File: config.mk
export PLATFORM = sky130hd
export DESIGN_NAME = transducer_scan_driver_flat
export DESIGN_NICKNAME = d
export VERILOG_FILES = /design/src/rtl/transducer_scan_driver_if.sv /design/src/rtl/transducer_scan_driver.sv /design/src/flat_wrapper.sv
export SDC_FILE = /design/constraint.sdc
export NUM_CORES = 1
export LEC_CHECK = 0
export CAP_MARGIN = 5
export CORE_UTILIZATION = 46
export CTS_CLUSTER_DIAMETER = 50
export CTS_CLUSTER_SIZE = 10
export DETAILED_ROUTE_END_ITERATION = 10
export MAX_ROUTING_LAYER = met4
export PLACE_DENSITY = 0.78
export SYNTH_ARGS = -nofsm -noshare
export SYNTH_HDL_FRONTEND = slang
export SYNTH_SLANG_ARGS = --single-unit
File: constraint.sdc
create_clock -name CLK -period 2.5 [get_ports CLK]
set_input_delay 0.375 -clock CLK [delete_from_list [all_inputs] [get_ports CLK]]
set_output_delay 0.375 -clock CLK [all_outputs]
set_load 0.02 [all_outputs]
File: src/rtl/transducer_scan_driver_if.sv
// rtl/transducer_scan_driver_if.sv - control/status bundle for the transducer scan driver
//
// Purpose: groups sweep control inputs and drive/status outputs of
//          transducer_scan_driver into one port.
// Signals:
//   start      sweep request, one cycle
//   stop       abort, level-sensitive
//   cont_mode  1 = wrap to the first channel at end of sweep
//   ch_mask    per-channel enable (only with TSCAN_CH_MASK_EN)
//   trans      one-hot transducer drive
//   busy       sweep in progress
//   done       one-cycle end-of-sweep pulse
//   ch_idx     channel currently in ON or GAP
// Modports: master drives control and observes status; slave is the driver.
interface transducer_scan_driver_if #(
    parameter int N_CH = 49
);
    localparam int CW = $clog2(N_CH);

    logic            start;
    logic            stop;
    logic            cont_mode;
`ifdef TSCAN_CH_MASK_EN
    logic [N_CH-1:0] ch_mask;
`endif
    logic [N_CH-1:0] trans;
    logic            busy;
    logic            done;
    logic [CW-1:0]   ch_idx;

`ifdef TSCAN_CH_MASK_EN
    modport master (output start, stop, cont_mode, ch_mask,
                    input  trans, busy, done, ch_idx);
    modport slave  (input  start, stop, cont_mode, ch_mask,
                    output trans, busy, done, ch_idx);
`else
    modport master (output start, stop, cont_mode,
                    input  trans, busy, done, ch_idx);
    modport slave  (input  start, stop, cont_mode,
                    output trans, busy, done, ch_idx);
`endif
endinterface

File: src/rtl/transducer_scan_driver.sv
// rtl/transducer_scan_driver.sv - steps a PWM burst across N_CH transducer outputs
//
// Purpose: drives one PWM burst (DWELL_PERIODS periods) on each enabled
//          channel in ascending order, each followed by GAP_PERIODS silent
//          periods. Single sweep or continuous wrap, with abort.
// Ports:
//   CLK   system clock
//   RST   synchronous reset, active-high
//   bus   transducer_scan_driver_if.slave (start, stop, cont_mode,
//         [ch_mask], trans, busy, done, ch_idx)
// Build option: define TSCAN_CH_MASK_EN to add the ch_mask channel enable,
//               latched at start acceptance and at each sweep wrap.
module transducer_scan_driver #(
    parameter int N_CH          = 49,
    parameter int PWM_PERIOD    = 1250,
    parameter int PWM_HIGH      = 625,
    parameter int DWELL_PERIODS = 40000,
    parameter int GAP_PERIODS   = 40000
) (
    input  logic                   CLK,
    input  logic                   RST,
    transducer_scan_driver_if.slave bus
);
    localparam int CW      = $clog2(N_CH);
    localparam int PCW     = $clog2(PWM_PERIOD);
    localparam int PER_MAX = (DWELL_PERIODS > GAP_PERIODS) ? DWELL_PERIODS : GAP_PERIODS;
    localparam int PW      = $clog2(PER_MAX + 1);

    localparam logic [PCW-1:0] PWM_LAST   = PCW'(PWM_PERIOD - 1);
    localparam logic [PCW-1:0] PWM_HI     = PCW'(PWM_HIGH);
    localparam logic [PW-1:0]  DWELL_LAST = PW'(DWELL_PERIODS - 1);
    localparam logic [PW-1:0]  GAP_LAST   = PW'((GAP_PERIODS > 0) ? GAP_PERIODS - 1 : 0);
    localparam logic [N_CH-1:0] ONE_HOT0  = {{(N_CH-1){1'b0}}, 1'b1};

    typedef enum logic [1:0] {S_IDLE, S_ON, S_GAP} state_t;

    state_t          state, state_n;
    logic [CW-1:0]   ch_idx_q, ch_idx_n;
    logic [PCW-1:0]  pwm_cnt, pwm_n;
    logic [PW-1:0]   per_cnt, per_n;
    logic            done_n;
    logic [N_CH-1:0] trans_q;
    logic            busy_q;
    logic            done_q;

    // sweep_mask selects the first channel when a sweep starts or wraps;
    // live_mask governs stepping to the next channel inside a sweep.
    logic [N_CH-1:0] sweep_mask;
    logic [N_CH-1:0] live_mask;
`ifdef TSCAN_CH_MASK_EN
    logic [N_CH-1:0] mask_q, mask_n;
    assign sweep_mask = bus.ch_mask;
    assign live_mask  = mask_q;
`else
    assign sweep_mask = '1;
    assign live_mask  = '1;
`endif

    logic          first_found, next_found;
    logic [CW-1:0] first_idx, next_idx;

    // Lowest enabled channel overall, and lowest enabled channel above ch_idx.
    always_comb begin
        first_found = 1'b0;
        first_idx   = '0;
        next_found  = 1'b0;
        next_idx    = '0;
        for (int i = N_CH - 1; i >= 0; i--) begin
            if (sweep_mask[i]) begin
                first_found = 1'b1;
                first_idx   = CW'(i);
            end
            if (live_mask[i] && (i > int'(ch_idx_q))) begin
                next_found = 1'b1;
                next_idx   = CW'(i);
            end
        end
    end

    logic period_end;
    logic advance;
    assign period_end = (pwm_cnt == PWM_LAST);

    always_comb begin
        state_n  = state;
        ch_idx_n = ch_idx_q;
        pwm_n    = pwm_cnt;
        per_n    = per_cnt;
        done_n   = 1'b0;
        advance  = 1'b0;
`ifdef TSCAN_CH_MASK_EN
        mask_n   = mask_q;
`endif
        case (state)
            S_IDLE: begin
                pwm_n = '0;
                per_n = '0;
                if (bus.start && !bus.stop) begin
`ifdef TSCAN_CH_MASK_EN
                    mask_n = sweep_mask;
`endif
                    if (first_found) begin
                        state_n  = S_ON;
                        ch_idx_n = first_idx;
                    end else begin
                        // nothing enabled: report an empty sweep at once
                        done_n = 1'b1;
                    end
                end
            end
            S_ON, S_GAP: begin
                if (period_end) begin
                    pwm_n = '0;
                    per_n = per_cnt + 1'b1;
                end else begin
                    pwm_n = pwm_cnt + 1'b1;
                end
                if (bus.stop) begin
                    state_n  = S_IDLE;
                    ch_idx_n = '0;
                    pwm_n    = '0;
                    per_n    = '0;
                end else if (period_end && state == S_ON && per_cnt == DWELL_LAST) begin
                    if (GAP_PERIODS > 0) begin
                        state_n = S_GAP;
                        pwm_n   = '0;
                        per_n   = '0;
                    end else begin
                        advance = 1'b1;
                    end
                end else if (period_end && state == S_GAP && per_cnt == GAP_LAST) begin
                    advance = 1'b1;
                end
            end
            default: begin
                state_n  = S_IDLE;
                ch_idx_n = '0;
                pwm_n    = '0;
                per_n    = '0;
            end
        endcase

        // Current channel finished: next channel, wrap, or end of sweep.
        if (advance) begin
            pwm_n = '0;
            per_n = '0;
            if (next_found) begin
                state_n  = S_ON;
                ch_idx_n = next_idx;
            end else if (bus.cont_mode && first_found) begin
                state_n  = S_ON;
                ch_idx_n = first_idx;
`ifdef TSCAN_CH_MASK_EN
                mask_n   = sweep_mask;
`endif
            end else begin
                state_n  = S_IDLE;
                ch_idx_n = '0;
                done_n   = 1'b1;
            end
        end
    end

    always_ff @(posedge CLK) begin
        if (RST) begin
            state    <= S_IDLE;
            ch_idx_q <= '0;
            pwm_cnt  <= '0;
            per_cnt  <= '0;
            trans_q  <= '0;
            busy_q   <= 1'b0;
            done_q   <= 1'b0;
`ifdef TSCAN_CH_MASK_EN
            mask_q   <= '0;
`endif
        end else begin
            state    <= state_n;
            ch_idx_q <= ch_idx_n;
            pwm_cnt  <= pwm_n;
            per_cnt  <= per_n;
            busy_q   <= (state_n != S_IDLE);
            done_q   <= done_n;
            // Drive lags state by one cycle, so a stop still lets the
            // current cycle's drive out and silences from the next edge.
            trans_q  <= (state == S_ON && pwm_cnt < PWM_HI) ? (ONE_HOT0 << ch_idx_q) : '0;
`ifdef TSCAN_CH_MASK_EN
            mask_q   <= mask_n;
`endif
        end
    end

    assign bus.trans  = trans_q;
    assign bus.busy   = busy_q;
    assign bus.done   = done_q;
    assign bus.ch_idx = ch_idx_q;
endmodule

File: src/flat_wrapper.sv
// flat-port wrapper written by rule: the top's interface ports become plain ports
module transducer_scan_driver_flat 
#(
    parameter int N_CH          = 49,
    parameter int PWM_PERIOD    = 1250,
    parameter int PWM_HIGH      = 625,
    parameter int DWELL_PERIODS = 40000,
    parameter int GAP_PERIODS   = 40000
)
  (CLK, RST, bus_start, bus_stop, bus_cont_mode, bus_trans, bus_busy, bus_done, bus_ch_idx);
  transducer_scan_driver_if #(.N_CH(N_CH)) bus_i ();
  input  logic CLK;
  input  logic RST;
  input wire logic [$bits(bus_i.start)-1:0] bus_start;
  input wire logic [$bits(bus_i.stop)-1:0] bus_stop;
  input wire logic [$bits(bus_i.cont_mode)-1:0] bus_cont_mode;
  output wire logic [$bits(bus_i.trans)-1:0] bus_trans;
  output wire logic [$bits(bus_i.busy)-1:0] bus_busy;
  output wire logic [$bits(bus_i.done)-1:0] bus_done;
  output wire logic [$bits(bus_i.ch_idx)-1:0] bus_ch_idx;
  assign bus_i.start = bus_start;
  assign bus_i.stop = bus_stop;
  assign bus_i.cont_mode = bus_cont_mode;
  assign bus_trans = bus_i.trans;
  assign bus_busy = bus_i.busy;
  assign bus_done = bus_i.done;
  assign bus_ch_idx = bus_i.ch_idx;
  transducer_scan_driver #(.N_CH(N_CH), .PWM_PERIOD(PWM_PERIOD), .PWM_HIGH(PWM_HIGH), .DWELL_PERIODS(DWELL_PERIODS), .GAP_PERIODS(GAP_PERIODS)) u_core (.CLK(CLK), .RST(RST), .bus(bus_i));
endmodule
==> results.yml <==
status:
  status: "finished, final reports clean"
routing:
  route.met2.wl_mm: 3.48
  wl_mm: 7.07
  drc: 0
  routedWlPerCell_um: 13.5
  drt_iter0_drc: 101
  highest_layer: "met4"
  wl_met3_um: 359
  final_antenna_net_count: 0
  vias: 2718
  firstDrtPassIters: 4
  via_per_inst: 5.19
  m1WireLength_mm: 3.15
sta:
  period_needed_ps: 2150
  slew_violations: 0
  slew_headroom: 0.652
  timing.final.ws_setup_ps: 349
  hold_viol_final: 0
  fin_crit_sh: 0.860
  finalSetupViolCount: 0
  skew_ps: 9.69
  rsz0062_at_grt: "no"
  worst_slew_pin_slew_ps: 521
  tns_ps: 0
  max_freq_ghz: 0.465
place:
  io_buffers: 61
  dp_slack_ps: 268
  gp_congestion: 0.879
  dp_hpwl_mm: 5.04
global_route:
  track_usage: 0.207
  grt_pass1_wl_mm: 11.9
  grt_antenna_before_repair: 0
  globalRouteOverflowTotal: 0
  grt_pass1_vias: 2556
  grt_start_max_net_pins: 17
clock_tree:
  numCtsBuffers: 9
  h-tree-depth: 3
  cts.sinks: 86
  cts_tree: "yes"
  clock-root-buffer: "clkbuf_8"
  clock_latency_ps: 360
  cts_resized: 0
  path_clk_slew_ps: 90
  cts_hold_buf: 0
  post-cts-setup-buffer-count: 0
  cts_max_path_buffers: 2
floorplanning:
  floorplan.initialDensity: 0.485
  die_x_um: 87.3
  core_um2: 6910
  die_y_um: 87.3
  die-area_um2: 7630
  io_pins: 62
  num_rows: 30
synth:
  yosysMostFrequentCell: "dfxtp_1"
  synth_top_area_share: 0.514
  yosysUniqueCellTypes: 45
  ys_warn_count: 0
  synth_edf_count: 0
  yosysTopAreaCell: "dfxtp_1"
  syn_avg_cell_area_um2: 9.25
  synthTopCellsByCount: "dfxtp_1 (86), nor2_1 (60), nand2_1 (27), nor3_1 (27), xnor2_1 (14)"
  ys_ff_latch: 86
  synth_area_leaders: "dfxtp_1 (51%), nor2_1 (6.7%), nor3_1 (4.0%)"
  postSynthCellCount: 362
  synth_area_um2: 3350
  synthFlopType: "dfxtp_1"
  yosysSeqAreaShare: 0.514
  synth-async-reset-ratio: 0
  syn-num-nets: 374
worst_setup_path:
  ff2ff_setup_slack_ps: 350
  start_kind: "flip-flop"
  path_depth: 8
  worstPathCellList: "inv_1 -> ha_1 -> or4bb_1 -> nor4_1 -> buf_4 -> and2_1 -> nand2_1 -> o31ai_2"
  cp-end-kind: "flip-flop"
  max_stage_delay_ps: 430
  worst-path-max-fanout: 5
  r2r_cells: 8
  critPathKind: "flip-flop to flip-flop"
  timing.critical_path.buf_inv: 2
  cpLargestDelayFamily: "simple AND/OR/NAND/NOR gates"
  crit_arrival_ps: 2420
  crit_required_ps: 2770
  cpMaxStageDelayCell: "dfxtp_1"
power:
  switchingPower_uw: 534
  p_int_mw: 1.86
  p_leak_nw: 1.41
  irDropWorstVdd_uv: 264
  power.density_nw_per_um2: 565
  switching_share: 0.223
  total_power_mw: 2.40
  clkPwrFrac: 0.404
  seqPwrFrac: 0.573
  p_comb_frac: 0.023
layout:
  nets: 435
  antennaDiodeCount: 0
  drive_above_1_share: 0.0771
  flow.area_growth_from_synthesis_pct: 26.7
  fillers: 634
hold_path:
  hold_class: "flip-flop to flip-flop"
  min_delay_path_depth: 2
run:
  cap_violations: 0
area by class of cell:
| type | count | area, um^2 | area share |
|---|---|---|---|
| clock inverters | 6 | 70.1 | 0.0165 |
| flip-flops and latches | 86 | 1720 | 0.406 |
| multi-input cells | 254 | 1530 | 0.360 |
| inverters | 4 | 15.0 | 0.00354 |
| well taps | 96 | 120 | 0.0283 |
| repair buffers | 68 | 663 | 0.156 |
| clock buffers | 10 | 128 | 0.0301 |
power groups by stage:
stage | Combinational [mW] | Clock (mW) | Sequential, mW
after floorplan | 0.0308 | 0 | 1.41
after global placement | 0.0531 | 0 | 1.41
after detailed placement | 0.0538 | 0 | 1.41
after CTS | 0.0539 | 0.992 | 1.38
after global routing | 0.0603 | 1.05 | 1.38
final | 0.0544 | 0.969 | 1.38
cells in the final DEF, fill, tap and decap left out, types with 3 or more instances in the layout:
cell type	n
and3_1	7
or3_1	3
nand3_1	13
nand2_1	27
nand2b_1	8
dfxtp_1	86
o211ai_1	3
clkdlybuf4s50_1	61
nor2_1	60
xnor2_1	14
nand4_1	11
nor3_1	27
inv_1	4
xor2_1	10
ha_1	7
or2_2	3
clkinvlp_4	3
o21ai_0	5
nor4_1	10
a21oi_1	10
buf_4	7
nor4_4	3
nor2b_1	6
clkbuf_8	9
registers in the layout, summed over array words and instances, names as in the netlist:
name               cells
u_core.bus.trans      49
u_core.per_cnt        16
u_core.pwm_cnt        11
u_core.bus.ch_idx      6
u_core.state           2
u_core.bus.busy        1
u_core.bus.done        1
through the flow:
step	instance area, um^2	utilization	cells	hold slack (ps)
after floorplan	3350	-	362	448
after global placement	4050	0.586	508	460
after detailed placement	4050	0.586	508	478
after CTS	4240	0.614	524	490
after global routing	4240	0.614	524	529
final	4240	0.614	524	484
worst min-delay path, stage by stage (launching register included):
cell and delay (ps):
dfxtp_1 330, nand2_1 60, a21oi_1 60
logic make-up after synthesis:
group / Yosys count / synth area share
buffers and inverters: 22 / 0.0303
AND/OR/NAND/NOR: 197 / 0.319
AO/OA/AOI/OAI: 26 / 0.0478
adder cells (fa/ha/maj): 7 / 0.0261
flip-flops: 86 / 0.514
XOR/XNOR: 24 / 0.0628
path summary, 6_finish.rpt:
| path | startpoint | endpoint |
|---|---|---|
| min | u_core.per_cnt[1]$_SDFFE_PP0N_ | u_core.per_cnt[1]$_SDFFE_PP0N_ |
| max | u_core.state[0]$_SDFF_PP0_ | u_core.bus.ch_idx[0]$_SDFFE_PP0P_ |
| max reg2reg | u_core.state[0]$_SDFF_PP0_ | u_core.bus.ch_idx[0]$_SDFFE_PP0P_ |
| min reg2reg | u_core.per_cnt[1]$_SDFFE_PP0N_ | u_core.per_cnt[1]$_SDFFE_PP0N_ |
routing by layer:
metal	global-route usage	vias to the layer above
li1	-	1373
met1	0.243	1256
met2	0.340	80
met3	0.0569	9
met4	0.0730	0
met5	-	-
(Power assumes the default switching activity.)
